==> src/rtl/evm_pkg.sv <==
// rtl/evm_pkg.sv - shared types and constants for the vote session controller
// Purpose : session state encoding, error code values and default widths.
// Ports   : none (package).
// Config  : VOTE_CONFIRM_EN adds the CONFIRM state to the session enum.
package evm_pkg;

  localparam int DEF_NUM_CANDIDATES = 3;
  localparam int DEF_NUM_VOTERS     = 4;
  localparam int DEF_ID_W           = 4;
  localparam int DEF_TIMEOUT_CYCLES = 1000;
  localparam int DEF_TOTAL_W        = 8;

  localparam logic [1:0] ERR_BAD_ID        = 2'd0;
  localparam logic [1:0] ERR_ALREADY_VOTED = 2'd1;
  localparam logic [1:0] ERR_MULTI_PRESS   = 2'd2;
  localparam logic [1:0] ERR_TIMEOUT       = 2'd3;

  typedef enum logic [2:0] {
    S_IDLE    = 3'd0,
    S_AUTH    = 3'd1,
    S_SELECT  = 3'd2,
`ifdef VOTE_CONFIRM_EN
    S_CONFIRM = 3'd3,
`endif
    S_CAST    = 3'd4,
    S_LOCK    = 3'd5
  } session_state_t;

endpackage

==> src/rtl/session_timer.sv <==
// rtl/session_timer.sv - loadable down-counter bounding the time spent choosing
// Purpose : counts session cycles down from TIMEOUT_CYCLES while enabled.
// Ports   : clk, rst (async, active-high)
//           load    - reload with TIMEOUT_CYCLES (wins over en)
//           en      - decrement this cycle
//           expired - the current enabled cycle is the one that reaches zero
module session_timer #(
  parameter int TIMEOUT_CYCLES = 1000
) (
  input  logic clk,
  input  logic rst,
  input  logic load,
  input  logic en,
  output logic expired
);

  localparam int TIMER_W = $clog2(TIMEOUT_CYCLES + 1);

  logic [TIMER_W-1:0] count;

  always_ff @(posedge clk or posedge rst) begin
    if (rst) begin
      count <= '0;
    end else if (load) begin
      count <= TIMER_W'(TIMEOUT_CYCLES);
    end else if (en && count != '0) begin
      count <= count - TIMER_W'(1);
    end
  end

  // Flag the cycle whose decrement takes the count to zero, so the owner
  // sees exactly TIMEOUT_CYCLES enabled cycles before aborting.
  assign expired = en && (count <= TIMER_W'(1));

endmodule

==> src/rtl/vote_session_controller.sv <==
// rtl/vote_session_controller.sv - per-voter session sequencer ahead of the memory control unit
// Purpose : authenticates a voter, takes exactly one candidate press and emits
//           one cast strobe per session; blocks repeat casts until release.
// Ports   : clk, rst (async, active-high)
//           voter_id/voter_id_valid, voter_voted, candidate_btn, confirm_btn, cancel_btn (in)
//           ready, candidate_select, voter_select, vote_cast, candidate_number,
//           voter_number, err_valid, err_code, votes_total (out)
// Config  : VOTE_CONFIRM_EN - adds a CONFIRM step between the press and the cast.
module vote_session_controller
  import evm_pkg::*;
#(
  parameter int NUM_CANDIDATES = DEF_NUM_CANDIDATES,
  parameter int NUM_VOTERS     = DEF_NUM_VOTERS,
  parameter int ID_W           = DEF_ID_W,
  parameter int TIMEOUT_CYCLES = DEF_TIMEOUT_CYCLES,
  parameter int TOTAL_W        = DEF_TOTAL_W
) (
  input  logic                      clk,
  input  logic                      rst,
  input  logic [ID_W-1:0]           voter_id,
  input  logic                      voter_id_valid,
  input  logic [NUM_VOTERS-1:0]     voter_voted,
  input  logic [NUM_CANDIDATES-1:0] candidate_btn,
  input  logic                      confirm_btn,
  input  logic                      cancel_btn,
  output logic                      ready,
  output logic [NUM_CANDIDATES-1:0] candidate_select,
  output logic [NUM_VOTERS-1:0]     voter_select,
  output logic                      vote_cast,
  output logic [ID_W-1:0]           candidate_number,
  output logic [ID_W-1:0]           voter_number,
  output logic                      err_valid,
  output logic [1:0]                err_code,
  output logic [TOTAL_W-1:0]        votes_total
);

  session_state_t            state;
  logic [NUM_CANDIDATES-1:0] cand_latched;
  logic                      multi_seen;   // inside a multi-press episode already reported
  logic                      btn_multi;
  logic                      btn_single;
  logic [ID_W-1:0]           btn_idx;
  logic                      id_bad;
  logic                      id_voted;
  logic                      timer_load;
  logic                      timer_en;
  logic                      timer_expired;

`ifndef VOTE_CONFIRM_EN
  logic unused_confirm_inputs;
  assign unused_confirm_inputs = confirm_btn | cancel_btn;
`endif

  // More than one bit set iff clearing the lowest set bit leaves something.
  assign btn_multi  = |(candidate_btn & (candidate_btn - NUM_CANDIDATES'(1)));
  assign btn_single = (|candidate_btn) && !btn_multi;

  always_comb begin
    btn_idx = '0;
    for (int i = 0; i < NUM_CANDIDATES; i++) begin
      if (candidate_btn[i]) btn_idx = ID_W'(i);
    end
  end

  // Checks use the latched ID; the live bus is ignored once the session starts.
  assign id_bad   = 32'(voter_number) >= NUM_VOTERS;
  assign id_voted = |(voter_voted & (NUM_VOTERS'(1) << voter_number));

  assign ready = (state == S_IDLE);

`ifdef VOTE_CONFIRM_EN
  assign timer_load = (state == S_AUTH) || (state == S_CONFIRM && cancel_btn);
  assign timer_en   = (state == S_SELECT) || (state == S_CONFIRM);
`else
  assign timer_load = (state == S_AUTH);
  assign timer_en   = (state == S_SELECT);
`endif

  session_timer #(
    .TIMEOUT_CYCLES(TIMEOUT_CYCLES)
  ) u_timer (
    .clk    (clk),
    .rst    (rst),
    .load   (timer_load),
    .en     (timer_en),
    .expired(timer_expired)
  );

  always_ff @(posedge clk or posedge rst) begin
    if (rst) begin
      state            <= S_IDLE;
      cand_latched     <= '0;
      multi_seen       <= 1'b0;
      candidate_select <= '0;
      voter_select     <= '0;
      vote_cast        <= 1'b0;
      candidate_number <= '0;
      voter_number     <= '0;
      err_valid        <= 1'b0;
      err_code         <= 2'd0;
      votes_total      <= '0;
    end else begin
      vote_cast        <= 1'b0;
      err_valid        <= 1'b0;
      candidate_select <= '0;
      voter_select     <= '0;
      case (state)
        S_IDLE: begin
          if (voter_id_valid) begin
            voter_number <= voter_id;
            state        <= S_AUTH;
          end
        end
        S_AUTH: begin
          if (id_bad) begin
            err_valid <= 1'b1;
            err_code  <= ERR_BAD_ID;
            state     <= S_IDLE;
          end else if (id_voted) begin
            err_valid <= 1'b1;
            err_code  <= ERR_ALREADY_VOTED;
            state     <= S_IDLE;
          end else begin
            multi_seen <= 1'b0;
            state      <= S_SELECT;
          end
        end
        S_SELECT: begin
          // A valid press beats a timeout landing in the same cycle.
          if (btn_single) begin
            cand_latched     <= candidate_btn;
            candidate_number <= btn_idx;
            multi_seen       <= 1'b0;
`ifdef VOTE_CONFIRM_EN
            state            <= S_CONFIRM;
`else
            state            <= S_CAST;
`endif
          end else if (timer_expired) begin
            err_valid <= 1'b1;
            err_code  <= ERR_TIMEOUT;
            state     <= S_IDLE;
          end else if (btn_multi) begin
            if (!multi_seen) begin
              err_valid <= 1'b1;
              err_code  <= ERR_MULTI_PRESS;
            end
            multi_seen <= 1'b1;
          end else begin
            multi_seen <= 1'b0;
          end
        end
`ifdef VOTE_CONFIRM_EN
        S_CONFIRM: begin
          if (cancel_btn) begin
            multi_seen <= 1'b0;
            state      <= S_SELECT;
          end else if (confirm_btn) begin
            state <= S_CAST;
          end else if (timer_expired) begin
            err_valid <= 1'b1;
            err_code  <= ERR_TIMEOUT;
            state     <= S_IDLE;
          end
        end
`endif
        S_CAST: begin
          vote_cast        <= 1'b1;
          candidate_select <= cand_latched;
          voter_select     <= NUM_VOTERS'(1) << voter_number;
          if (votes_total != '1) votes_total <= votes_total + TOTAL_W'(1);
          state            <= S_LOCK;
        end
        S_LOCK: begin
          // Held buttons or a held ID must not start a second session.
          if (candidate_btn == '0 && !voter_id_valid) state <= S_IDLE;
        end
        default: state <= S_IDLE;
      endcase
    end
  end

endmodule

==> config.mk <==
export PLATFORM = sky130hd
export DESIGN_NAME = vote_session_controller
export DESIGN_NICKNAME = d
export VERILOG_FILES = /design/src/rtl/evm_pkg.sv /design/src/rtl/session_timer.sv /design/src/rtl/vote_session_controller.sv
export SDC_FILE = /design/constraint.sdc
export NUM_CORES = 1
export LEC_CHECK = 0
export CAP_MARGIN = 20
export CORE_ASPECT_RATIO = 0.8
export CORE_UTILIZATION = 25
export DETAILED_ROUTE_END_ITERATION = 10
export SETUP_SLACK_MARGIN = 0.2
export SKIP_LAST_GASP = 1
export SLEW_MARGIN = 20
export SYNTH_ARGS = -nofsm -noshare
export SYNTH_HDL_FRONTEND = slang
export SYNTH_HIERARCHICAL = 1
export SYNTH_SLANG_ARGS = --single-unit
==> constraint.sdc <==
create_clock -name clk -period 2.5 [get_ports clk]
set_input_delay 0.25 -clock clk [delete_from_list [all_inputs] [get_ports clk]]
set_output_delay 0.25 -clock clk [all_outputs]
set_load 0.01 [all_outputs]
==> results.json <==
{
  "outcome": "finished clean",
  "drive_above_1_share_pct": 12.1,
  "hold_path_class": "primary input to asynchronous set/reset pin",
  "die_area_um2": 8290,
  "max-vdd-ir-drop_mv": 0.264,
  "synthFlopType": "dfrtp_1",
  "crit_fanout": 5,
  "yosys.area.top_type": "dfrtp_1",
  "startpoint_type": "register",
  "fp-row-count": 28,
  "die_x_um": 102,
  "place_area_um2": 2490,
  "min_period_ns": 2.05,
  "syn_area_um2": 1980,
  "drt_iter0_markers": 74,
  "vias": 1478,
  "postSynth.asyncResetShare_pct": 100,
  "diodes": 0,
  "num_io_pins": 44,
  "synth.area.top_cells": "dfrtp_1 (52%), mux2_2 (6.3%), xnor2_1 (3.5%)",
  "post-route-drc-count": 0,
  "cts_setup_buffers": 0,
  "dp_hpwl_mm": 3.02,
  "synth_edf_count": 0,
  "nets": 242,
  "power-per-cell-area_nw_per_um2": 929,
  "cts_tree": "yes",
  "n_fill_cell": 741,
  "critPathRequiredTime_ns": 2.68,
  "numClockSinks": 41,
  "cts_hold_buf": 0,
  "drv_cap": 0,
  "grt_setup_unrepaired": "no",
  "place_ws_ns": 0.398,
  "overflow": 0,
  "dr.pass1.iters": 4,
  "synth_cells": 179,
  "ant_nets": 0,
  "start_util_pct": 26.3,
  "critPathKind": "register to register",
  "path_cells": "clkinv_1 -> ha_1 -> o21ai_0 -> nor2_1 -> a21oi_1 -> a2bb2oi_1 -> mux2_2",
  "ys_ff_latch": 41,
  "yosysTopAreaCellShare_pct": 51.8,
  "synthTopCellsByCount": "dfrtp_1 (41), nor2_1 (13), nand2_1 (12)",
  "ctsResizeCount": 0,
  "setup_violations": 0,
  "crit_family": "compound AO/OA/AOI/OAI gates",
  "post-route-period-util_pct": 82.2,
  "finalSetupTns_ns": 0,
  "design_area_um2": 2570,
  "slew_viol_final": 0,
  "hold_viol": 0,
  "finClkSkew_ns": 0.00242,
  "seq_area_frac_synth_pct": 51.8,
  "clock_latency_ns": 0.29,
  "cts-root-buf": "clkbuf_8",
  "syn_avg_cell_area_um2": 11.1,
  "clk_path_buf_depth": 2,
  "grt_max_degree": 32,
  "p_leak_uw": 0.00104,
  "path_buf_inv": 1,
  "clkTransAtPathRegs_ns": 0.08,
  "antenna_found_initial": 0,
  "cts_buffers": 5,
  "grt_pass1_vias": 1388,
  "seqCellArea_um2": 1030,
  "arrival_ns": 2.23,
  "max_freq_mhz": 487,
  "io_buffers": 39,
  "yosys_warnings": 6,
  "wl_mm": 4.09,
  "grt_pass1_wl_mm": 6.62,
  "multi_input_area_um2": 887,
  "globalplace.congestion": 0.743,
  "end_kind": "register",
  "track_usage_pct": 10.6,
  "die_y_um": 81.6,
  "postLayoutSetupSlackWorst_ns": 0.445,
  "critPathMaxStageDelay_ns": 0.40,
  "vias_per_cell": 4.49,
  "ys_types": 48,
  "htree_levels": 2,
  "areaGrowthSynthToFinish_pct": 29.9,
  "yosysMostFrequentCell": "dfrtp_1",
  "wl_per_cell_um": 12.4,
  "crit_path_top_delay_cell": "dfrtp_1",
  "core_um2": 7530
}
metal layers:
layer / GRT usage [%] / vias up / wire length (um)
li1: - / 718 / -
met1: 14.3 / 711 / 2050
met2: 15.7 / 45 / 1750
met3: 2.98 / 4 / 240
met4: 4.93 / 0 / 44
met5: 0 / - / 0
cells in the final DEF, fill, tap and decap left out, types with 2 or more instances in the layout:
cell,instances
nor2b_1,2
clkinv_2,2
o21ai_0,5
dfrtp_1,41
xor2_1,2
nor2_1,13
a22oi_1,2
nand3_1,3
ha_1,3
clkbuf_8,5
mux2_2,11
a211oi_1,2
a31oi_1,2
nor3_1,10
or3_1,2
xnor2_1,8
nand4_1,3
nand2_1,12
conb_1,2
buf_4,2
nor3b_1,5
clkdlybuf4s50_1,39
inv_1,10
or3b_1,3
and4_1,2
and2_1,3
a211o_1,3
o21a_1,3
mux2i_1,3
worst reg2reg max path: cells and delay by family (launching register included):
family / cells / cell delay (ns)
fa+ha+maj: 1 / 0.30
flops: 1 / 0.40
simple gates: 1 / 0.10
buf+inv: 1 / 0.14
mux: 1 / 0.36
compound gates: 3 / 0.65
report_power, final:
group | total, uW | switching [uW] | leakage [uW] | internal (uW)
Sequential | 1030 | 188 | 0.000513 | 840
Clock | 414 | 220 | 0.0000450 | 194
Combinational | 948 | 440 | 0.000480 | 508
final cells by class:
cell class / count / share of cell area, %
clock buffers: 6 / 2.82
multi-input cells: 123 / 34.5
clock inverters: 2 / 0.389
repair buffers: 41 / 15.8
flip-flops and latches: 41 / 39.9
inverters: 11 / 1.60
well taps: 105 / 5.10
registers in the layout (all words and copies together) (netlist names), 2 cells and up:
register and count:
voter_number 4, state 3, voter_select 4, votes_total 8, candidate_select 3, u_timer/count 10
err_code 2, cand_latched 3
path summary, 6_finish.rpt:
check                                 start             endpoint  slack [ns]  cells after the start
max                        u_timer/count[0]          err_code[0]        0.45                      7
min                                     rst     u_timer/count[2]        0.28                      2
max reg2reg                u_timer/count[0]          err_code[0]        0.45                      7
min reg2reg                 cand_latched[1]  candidate_select[1]        0.48                      1
max in group asynchronous               rst            err_valid        1.84                      3
min in group clk            cand_latched[1]  candidate_select[1]        0.48                      1
cell families after synthesis:
logic type | after synthesis | synth area share, %
AND/OR/NAND/NOR | 67 | 19.1
other | 1 | 0.189
AO/OA/AOI/OAI | 25 | 10.1
flip-flops | 41 | 51.8
XOR/XNOR | 10 | 4.42
adder cells (fa/ha/maj) | 4 | 2.40
buffers and inverters | 16 | 3.66
multiplexers | 15 | 8.33
metrics by stage:
step                total power (uW)  utilization, %  std cells  hold slack (ns)
floorplan                       1590               -        180           0.0902
global placement                1980            33.1        321            0.466
detailed placement              2000            33.1        321            0.468
CTS                             2420            34.2        329            0.291
global route                    2570            34.2        329            0.303
finish                          2390            34.2        329            0.281
Power figures use the tool's default switching activity.
